File: config.mk
export PLATFORM = sky130hd
export DESIGN_NAME = hazard_ctrl
export DESIGN_NICKNAME = d
export VERILOG_FILES = /design/src/rtl/core_pkg.sv /design/src/rtl/sat_counter.sv /design/src/rtl/hazard_ctrl.sv
export SDC_FILE = /design/constraint.sdc
export NUM_CORES = 1
export LEC_CHECK = 0
export BUFFER_PORTS_ARGS = -buffer_cell sky130_fd_sc_hd__buf_2
export CAP_MARGIN = 5
export CORE_MARGIN = 2
export CORE_UTILIZATION = 30
export CTS_CLUSTER_SIZE = 8
export DETAILED_ROUTE_END_ITERATION = 10
export GPL_ROUTABILITY_DRIVEN = 0
export PLACE_DENSITY = 0.57
export RECOVER_POWER = 100
export SYNTH_ARGS = -nofsm -noshare
export SYNTH_HDL_FRONTEND = slang
export SYNTH_HIERARCHICAL = 1
export SYNTH_SLANG_ARGS = --single-unit
File: constraint.sdc
create_clock -name clk -period 6.5 [get_ports clk]
set_clock_uncertainty 0.15 [all_clocks]
set_input_delay 1.625 -clock clk [delete_from_list [all_inputs] [get_ports clk]]
set_output_delay 1.625 -clock clk [all_outputs]
set_load 0.05 [all_outputs]
File: src/rtl/core_pkg.sv
// Shared core definitions: hazard controller state encoding, register-index
// width and the NOP instruction word loaded by the pipeline registers.
package core_pkg;

  localparam int REG_W = 5;

  // addi x0, x0, 0
  localparam logic [31:0] NOP_INSN = 32'h00000013;

  typedef enum logic [1:0] {
    RUN     = 2'd0,
    MC_WAIT = 2'd1,
    FLUSH   = 2'd2
  } hz_state_e;

endpackage

File: src/rtl/sat_counter.sv
// Saturating up-counter: counts enabled cycles and sticks at all-ones.
module sat_counter #(
  parameter int W = 32
) (
  input  logic         clk,
  input  logic         rst_n,
  input  logic         inc,
  output logic [W-1:0] count
);

  // Increment when enabled, never wrap past all-ones.
  always_ff @(posedge clk or negedge rst_n) begin
    if (!rst_n) begin
      count <= '0;
    end else if (inc && (count != '1)) begin
      count <= count + W'(1);
    end
  end

endmodule

File: src/rtl/hazard_ctrl.sv
// Pipeline hazard and stall controller for the 5-stage core. Resolves
// load-use, taken branch, multi-cycle EX and imem-wait hazards with
// zero-latency combinational controls. The FSM state is exported on
// state_dbg for observation.
module hazard_ctrl
  import core_pkg::*;
#(
  parameter int REG_W       = core_pkg::REG_W,
  parameter int FLUSH_DEPTH = 1,
  parameter int MC_TIMEOUT  = 64,
  parameter int CNT_W       = 32
) (
  input  logic             clk,
  input  logic             rst_n,
  input  logic [REG_W-1:0] id_rs1,
  input  logic [REG_W-1:0] id_rs2,
  input  logic             id_uses_rs1,
  input  logic             id_uses_rs2,
  input  logic [REG_W-1:0] ex_rd,
  input  logic             ex_mem_read,
  input  logic             ex_branch_taken,
  input  logic             ex_mc_start,
  input  logic             ex_mc_done,
  input  logic             imem_ready,
  output logic             pc_write,
  output logic             if_id_write,
  output logic             if_id_flush,
  output logic             id_ex_bubble,
  output logic             ex_hold,
  output logic             ex_mem_bubble,
  output logic             mc_timeout,
  output logic [CNT_W-1:0] stall_count,
  output logic [CNT_W-1:0] flush_count,
  output hz_state_e        state_dbg
);

  localparam int MCNT_W = $clog2(MC_TIMEOUT) + 1;
  localparam logic [MCNT_W-1:0] MC_LIMIT   = MCNT_W'(MC_TIMEOUT);
  localparam logic [3:0]        FLUSH_LOAD = 4'(FLUSH_DEPTH - 1);

  hz_state_e         state_q, state_d;
  logic [3:0]        fcnt_q, fcnt_d;
  logic [MCNT_W-1:0] mcnt_q, mcnt_d;
  logic              timeout_set;
  logic              flush_inc;
  logic              run_rules;
  logic              lu;

  assign state_dbg = state_q;

  // Load-use: the load in EX writes a register the ID instruction reads (x0 never hazards).
  always_comb begin
    lu = ex_mem_read && (ex_rd != '0) &&
         ((id_uses_rs1 && (id_rs1 == ex_rd)) || (id_uses_rs2 && (id_rs2 == ex_rd)));
  end

  // Next-state and control outputs; reset forces the safe flush/bubble pattern.
  always_comb begin
    state_d       = state_q;
    fcnt_d        = fcnt_q;
    mcnt_d        = mcnt_q;
    timeout_set   = 1'b0;
    flush_inc     = 1'b0;
    run_rules     = 1'b0;
    pc_write      = 1'b0;
    if_id_write   = 1'b0;
    if_id_flush   = 1'b0;
    id_ex_bubble  = 1'b0;
    ex_hold       = 1'b0;
    ex_mem_bubble = 1'b0;

    unique case (state_q)
      RUN: begin
        if (ex_branch_taken) begin
          pc_write     = 1'b1;
          if_id_flush  = 1'b1;
          id_ex_bubble = 1'b1;
          flush_inc    = 1'b1;
          if (FLUSH_DEPTH > 1) begin
            state_d = FLUSH;
            fcnt_d  = FLUSH_LOAD;
          end
        end else if (ex_mc_start && !ex_mc_done) begin
          ex_hold       = 1'b1;
          ex_mem_bubble = 1'b1;
          mcnt_d        = MCNT_W'(1);
          state_d       = MC_WAIT;
        end else begin
          run_rules = 1'b1;
        end
      end
      MC_WAIT: begin
        if (ex_mc_done) begin
          run_rules = 1'b1;
          state_d   = RUN;
        end else if (mcnt_q == MC_LIMIT) begin
          timeout_set = 1'b1;
          run_rules   = 1'b1;
          state_d     = RUN;
        end else begin
          ex_hold       = 1'b1;
          ex_mem_bubble = 1'b1;
          mcnt_d        = mcnt_q + MCNT_W'(1);
        end
      end
      FLUSH: begin
        pc_write    = imem_ready;
        if_id_flush = 1'b1;
        if (fcnt_q <= 4'd1) begin
          fcnt_d  = 4'd0;
          state_d = RUN;
        end else begin
          fcnt_d = fcnt_q - 4'd1;
        end
      end
      default: state_d = RUN;
    endcase

    // Lower-priority RUN rules, shared by RUN and the MC_WAIT release cycle.
    if (run_rules) begin
      if (lu) begin
        id_ex_bubble = 1'b1;
      end else if (!imem_ready) begin
        if_id_flush = 1'b1;
      end else begin
        pc_write    = 1'b1;
        if_id_write = 1'b1;
      end
    end

    if (!rst_n) begin
      pc_write      = 1'b0;
      if_id_write   = 1'b0;
      if_id_flush   = 1'b1;
      id_ex_bubble  = 1'b1;
      ex_hold       = 1'b0;
      ex_mem_bubble = 1'b0;
    end
  end

  // State, internal counters and the sticky timeout flag.
  always_ff @(posedge clk or negedge rst_n) begin
    if (!rst_n) begin
      state_q    <= RUN;
      fcnt_q     <= 4'd0;
      mcnt_q     <= '0;
      mc_timeout <= 1'b0;
    end else begin
      state_q <= state_d;
      fcnt_q  <= fcnt_d;
      mcnt_q  <= mcnt_d;
      if (timeout_set) begin
        mc_timeout <= 1'b1;
      end
    end
  end

  sat_counter #(.W(CNT_W)) u_stall_cnt (
    .clk   (clk),
    .rst_n (rst_n),
    .inc   (!pc_write),
    .count (stall_count)
  );

  sat_counter #(.W(CNT_W)) u_flush_cnt (
    .clk   (clk),
    .rst_n (rst_n),
    .inc   (flush_inc),
    .count (flush_count)
  );

endmodule

# [After elaboration in Yosys (flattened, before gate mapping)]
# Cells that the tools add are included.
# W data, S select, Z words.
[word_totals] reg_bits=78 latchBits=0 mem_bits_rw=0 mem_bits_ro=0 input_bits=24 output_inout_bits=73 wordCells=83 mem_count=0
[op_classes] n_addsub=4 multipliers=0 n_div=0 n_lt_le_gt_ge=1 n_eq_ne=13 n_shift=0 n_mux=44 bitwise=0 reduce_logical=15
[ops] op="$add A32 B1 Y32 const B" n=2
[ops] op="$ne A32 B32 Y1 const B" n=2
[ops] op="$mux W1" n=28
[ops] op="$mux W7" n=4
[ops] op="$pmux W7 S2" n=1
[ops] op="$eq A5 B5 Y1" n=2
[ops] op="$mux W2" n=5
[ops] op="$ne A2 B2 Y1 const B" n=5
[ops] op="$pmux W1 S2" n=4
[ops] op="$add A7 B1 Y7 const B" n=1
[ops] op="$eq A7 B7 Y1 const B" n=1
[ops] op="$logic_and A1 B1 Y1" n=7
[ops] op="$pmux W2 S3" n=1
[ops] op="$reduce_and A5 Y1" n=1
[ops] op="$reduce_bool A5 Y1" n=1
[ops] op="$le A4 B1 Y1 const B" n=1
[ops] op="$mux W4" n=1
[ops] op="$reduce_and A4 Y1" n=1
[ops] op="$sub A4 B1 Y4 const B" n=1
[ops] op="$ne A3 B3 Y1 const B" n=1
[ops] op="$eq A2 B1 Y1 const B" n=1
[ops] op="$eq A2 B2 Y1 const B" n=1
[ops] op="$logic_not A1 Y1" n=2
[ops] op="$logic_not A2 Y1" n=1
[ops] op="other kinds (2)" n=2

# [Depth between registers and ports, before layout]
[depth] depth_word=9 ltp_mapped=12 mapped_depth_nobuf=11

# [Hierarchy]
# Netlist, hierarchy kept.
[by_module_without_submodules] module="sat_counter at u_flush_cnt" n_inst=1 cells_per_inst=151 area_each_um2=1624.1
[by_module_without_submodules] module="sat_counter at u_stall_cnt" n_inst=1 cells_per_inst=143 area_each_um2=1582.8
[by_module_without_submodules] module="hazard_ctrl" n_inst=1 cells_per_inst=90 area_each_um2=775.7

# [Worst setup path before layout]
# No wires, ideal clock.
[synth_path] path_kind="input to output" startpoint="in ex_mc_done" endpoint="out ex_mem_bubble" arrival_time_ns=3.280 required_ns=4.725 slack_ns=1.445 cell_stages=5 n_path_buf=2 cell_sequence="nand2b_1 > a21o_1 > buf_6 > a21oi_1 > buf_4"
[synth_between] elab_chain_cells=6 elab_cells_between_ends=7 classes_between="5 x mux; 2 x reduce/logical"
[synth_rtl] item="start, declared" line_no="hazard_ctrl.sv:23" text="input logic ex_mc_done,"
[synth_rtl] item="$logic_not A1 Y1" line_no="hazard_ctrl.sv:83" text="end else if (ex_mc_start && !ex_mc_done) begin"
[synth_rtl] item="$logic_and A1 B1 Y1" line_no="hazard_ctrl.sv:83"
[synth_rtl] item="$mux W1 (2 in a row)"
[synth_rtl] item="$pmux W1 S2 *"
[synth_rtl] item="$mux W1 *"
[synth_rtl] item="end, declared" line_no="hazard_ctrl.sv:30" text="output logic ex_mem_bubble,"
# Mark *: on every way between the ends. The rest lies on a longest branch, timed or not.

# [Worst setup path after layout]
[layout_path] startpoint="in ex_rd[1]" endpoint="out pc_write"
[layout_between] elab_chain_cells=7 elab_cells_between_ends=11 classes_between="2 x eq/ne; 3 x mux; 6 x reduce/logical"
[layout_rtl] item="start, declared" line_no="hazard_ctrl.sv:19" text="input logic [REG_W-1:0] ex_rd,"
[layout_rtl] item="$eq A5 B5 Y1" line_no="hazard_ctrl.sv:54" text="((id_uses_rs1 && (id_rs1 == ex_rd)) || (id_uses_rs2 && (id_rs2 == ex_rd)));"
[layout_rtl] item="$logic_and A1 B1 Y1" line_no="hazard_ctrl.sv:54"
[layout_rtl] item="$logic_or A1 B1 Y1" line_no="hazard_ctrl.sv:54"
[layout_rtl] item="$logic_and A1 B1 Y1 *" line_no="hazard_ctrl.sv:53" text="lu = ex_mem_read && (ex_rd != '0) &&"
[layout_rtl] item="$mux W1 *" line_no="hazard_ctrl.sv:121" text="if (lu) begin"
[layout_rtl] item="$mux W1 *" line_no="hazard_ctrl.sv:120" text="if (run_rules) begin"
[layout_rtl] item="$mux W1 *" line_no="hazard_ctrl.sv:131" text="if (!rst_n) begin"
[layout_rtl] item="end, declared" line_no="hazard_ctrl.sv:25" text="output logic pc_write,"
# Marks and branches as above.

==> run_results.csv <==
group,metric,value,unit
status,status,"finished, final reports clean",
grt,antenna_found_initial,0,
timing,rsz0062_at_grt,"no",
cts,htreeDepth,3,
synth,synth_cell_types,61,
worst_setup_path,crit_slowest_cell,"or4_1",
routing,vias,3247,
timing,hold_violations,0,
cts,cts_tree,"yes",
floorplanning,coreArea,13090,um2
grt,grt_max_degree,74,
synth,synth_top_family_by_area,"simple AND/OR/NAND/NOR gates",
synth,synth_flop_cell,"dfrtp_1",
worst_setup_path,timing.rr.end,"u_stall_cnt/count[21]",
worst_setup_path,crit_type,"input pin to output pin",
worst_setup_path,endpoint_kind,"output pin",
placement,port_buffers,95,
timing,min_period,5.190,ns
synth,synth.net_count,412,
power,powerDensity,323.8,nW/um2
worst_setup_path,path_max_fanout,3,
worst_setup_path,worstPathCellList,"clkbuf_1 > or4_1 > o21ai_0 > a41oi_2 > o21ai_1 > clkbuf_1",
synth,synth_area,3983,um2
worst_setup_path,r2r-start,"mcnt_q[0]",
placement,place_ws,1.730,ns
placement,place_area,4632,um2
cells_and_area,finish.instance_area,4856,um2
floorplanning,initial_utilization,30.44,%
timing,slew_headroom,35.64,%
cts,cts-resized-gates,0,
cts,postCtsHoldBufs,0,
grt,use_met2,24.35,%
floorplanning,die_w,119.2,um
routing,drt-wirelength-per-cell,14.72,um
worst_setup_path,critPathArrivalTime,3.41,ns
worst_setup_path,crit_start,"ex_rd[1]",
cells_and_area,n_antenna_cell,0,
cts,cts_root_buf,"clkbuf_16",
cells_and_area,drive_above_1_share,11.45,%
synth,syn_avg_cell_area,10.37,um2
worst_setup_path,critPathLaunchType,"input pin",
synth,synth_seq_cells,73,
worst_setup_path,crit_required,4.72,ns
synth,synth_xor_area_share,15.17,%
grt,grt_pass1_wl,16350,um
cts,cts_sinks,73,
synth,synth_compound_area_share,7.226,%
timing,worst-slew-pin-transition,0.9410,ns
grt,grt_util_met1,17.69,%
worst_setup_path,crit_top_cell,"clkbuf_1",
cells_and_area,layout.nets,512,
synth,synthAdderAreaFrac,1.257,%
grt,grt_use_total,14.41,%
worst_setup_path,ff2ff_setup_slack,3.14,ns
routing,drc,0,
routing,wirelength,9789,um
grt,met3_usage,4.071,%
routing,viasPerCell,4.883,
floorplanning,row_count,42,
placement,hpwl,7169,um
routing,firstDrtPassIters,4,
cts,cts_buffers,9,
power,leakage,2.055,nW
timing,setup_viol,0,
synth,synth_edf_count,0,
power,max-vdd-ir-drop,141.7,uV
worst_setup_path,r2r.worst_path.cells,11,
floorplanning,ios,97,
cts,clkTransAtPathRegs,0.06,ns
timing,hold_ws,0.3412,ns
synth,synthMuxAreaShare,1.131,%
cells_and_area,area_delta_synth_final,21.93,%
timing,max_clock_freq,192.7,MHz
routing,drtAntennaViolNets,0,
routing,drtIter0Drc,128,
timing,setup_slack,1.310,ns
job,cap_violations,0,
synth,ys_seq_area_share,45.87,%
synth,async_flop_share,100.0,%
grt,grt-busiest-layer,"met2",
synth,syn-instance-count,384,
timing,fin_crit_sh,79.84,%
cts,ctsLongestPathBuffers,2,
synth,ys_warn_count,6,
timing,drv_slew,0,
cts,postCtsSetupBuffers,0,
worst_setup_path,cp-endpoint,"pc_write",
floorplanning,die-area,14210,um2
grt,grt_pass1_vias,3274,
synth,synth-simple-area-share,27.18,%
timing,fin_tns_setup,0,ns
floorplanning,die_h,119.2,um
cts,clock_latency,0.33,ns
worst_setup_path,slowest_delay,0.57,ns
grt,grt_overflow,0,
hold_path,hold_class,"flop to flop",
## cell usage in the layout, fill, tap and decap left out, drive strengths merged, types with 4 or more instances in the layout
master  netlist  routed
dfrtp        73      73
nor2         20      20
and4          9       9
buf           6      21
nand4        28      28
or4           6       6
nand3        28      28
a21oi         7       7
and3         11      11
inv           7       7
nor3         15      15
bufinv        0       4
clkbuf        1      86
xnor2        51      51
ha            4       4
nand2        46      46
xor2         18      18
nor4          6       6
o211ai        5       5
mux2          4       4
## cell usage after synthesis (3+ instances only)
library cell  count  share of area [%]
a21oi_1           7               0.88
inv_1             7               0.66
xnor2_1          51                 11
nand2_1          45                4.2
buf_6             3               0.85
and4_1            7                1.5
nand4_1          26                4.1
nor2b_1           3               0.47
dfrtp_1          73                 46
or4_1             3               0.57
or4_4             3               0.85
o211ai_1          5               0.94
nor3_1           13                1.6
mux2_2            3               0.85
nor2_1           20                1.9
xor2_1           18                4.0
and3_1            9                1.4
ha_1              4                1.3
nand3_1          26                3.3
nor4_1            4               0.63
and2_1            3               0.47
## cells by family after synthesis
family	count (synthesis)
DFF	73
and+or+nand+nor	185
adders and majority gates	4
AOI/OAI and AO/OA	34
other	1
xor gates and xnor gates	69
buffers and inverters	14
muxes	4
## layer usage
| metal | vias up | routed length [um] |
|---|---|---|
| met3 | 10 | 478 |
| met5 | - | 0 |
| met2 | 67 | 4785 |
| met1 | 1582 | 4404 |
| met4 | 0 | 119 |
| li1 | 1588 | - |
## area by class of cell
type                    count  area, um2
repair buffers             96      389.1
fillers                  1349       8229
multi-input cells         297       2016
well taps                 176      220.2
clock buffers              11      252.7
inverters                   7      26.28
flip-flops and latches     73       1827
clock inverters             5      125.1
## metrics by stage
| step | util, % | total power, mW | cells |
|---|---|---|---|
| floorplan | - | 0.8611 | 384 |
| global placement | 35.40 | 0.9680 | 649 |
| detailed placement | 35.40 | 0.9754 | 649 |
| CTS | 38.29 | 1.608 | 665 |
| global route | 37.11 | 1.653 | 665 |
| finish | 37.11 | 1.572 | 665 |
## worst max-delay path, delay by kind of cell
| family | cells | cell delay, ns |
|---|---|---|
| buf+inv | 2 | 0.60 |
| compound gates | 3 | 0.62 |
| simple gates | 1 | 0.57 |
## how the worst min path moves through the flow
stage	startpoint	end	cells after the start	slack, ns
finish	u_flush_cnt/count[31]	u_flush_cnt/count[31]	1	0.34
global route	mc_timeout	mc_timeout	1	0.36
CTS	u_flush_cnt/count[31]	u_flush_cnt/count[31]	1	0.34
detailed placement	mc_timeout	mc_timeout	1	0.33
global placement	u_flush_cnt/count[31]	u_flush_cnt/count[31]	1	0.33
floorplan	mcnt_q[0]	mcnt_q[0]	1	0.34
## power by group
group	switching (mW)	leakage, nW	internal [mW]
Combinational	0.279	0.882	0.0932
Sequential	0.0709	0.988	0.506
Clock	0.189	0.186	0.434
Total	0.539	2.06	1.03
## flip-flops by register name, summed over array words and instances (netlist names)
signal / count
mc_timeout: 1
state_dbg: 1
mcnt_q: 7
u_stall_cnt/count: 32
u_flush_cnt/count: 32
(Power assumes the default switching activity.)
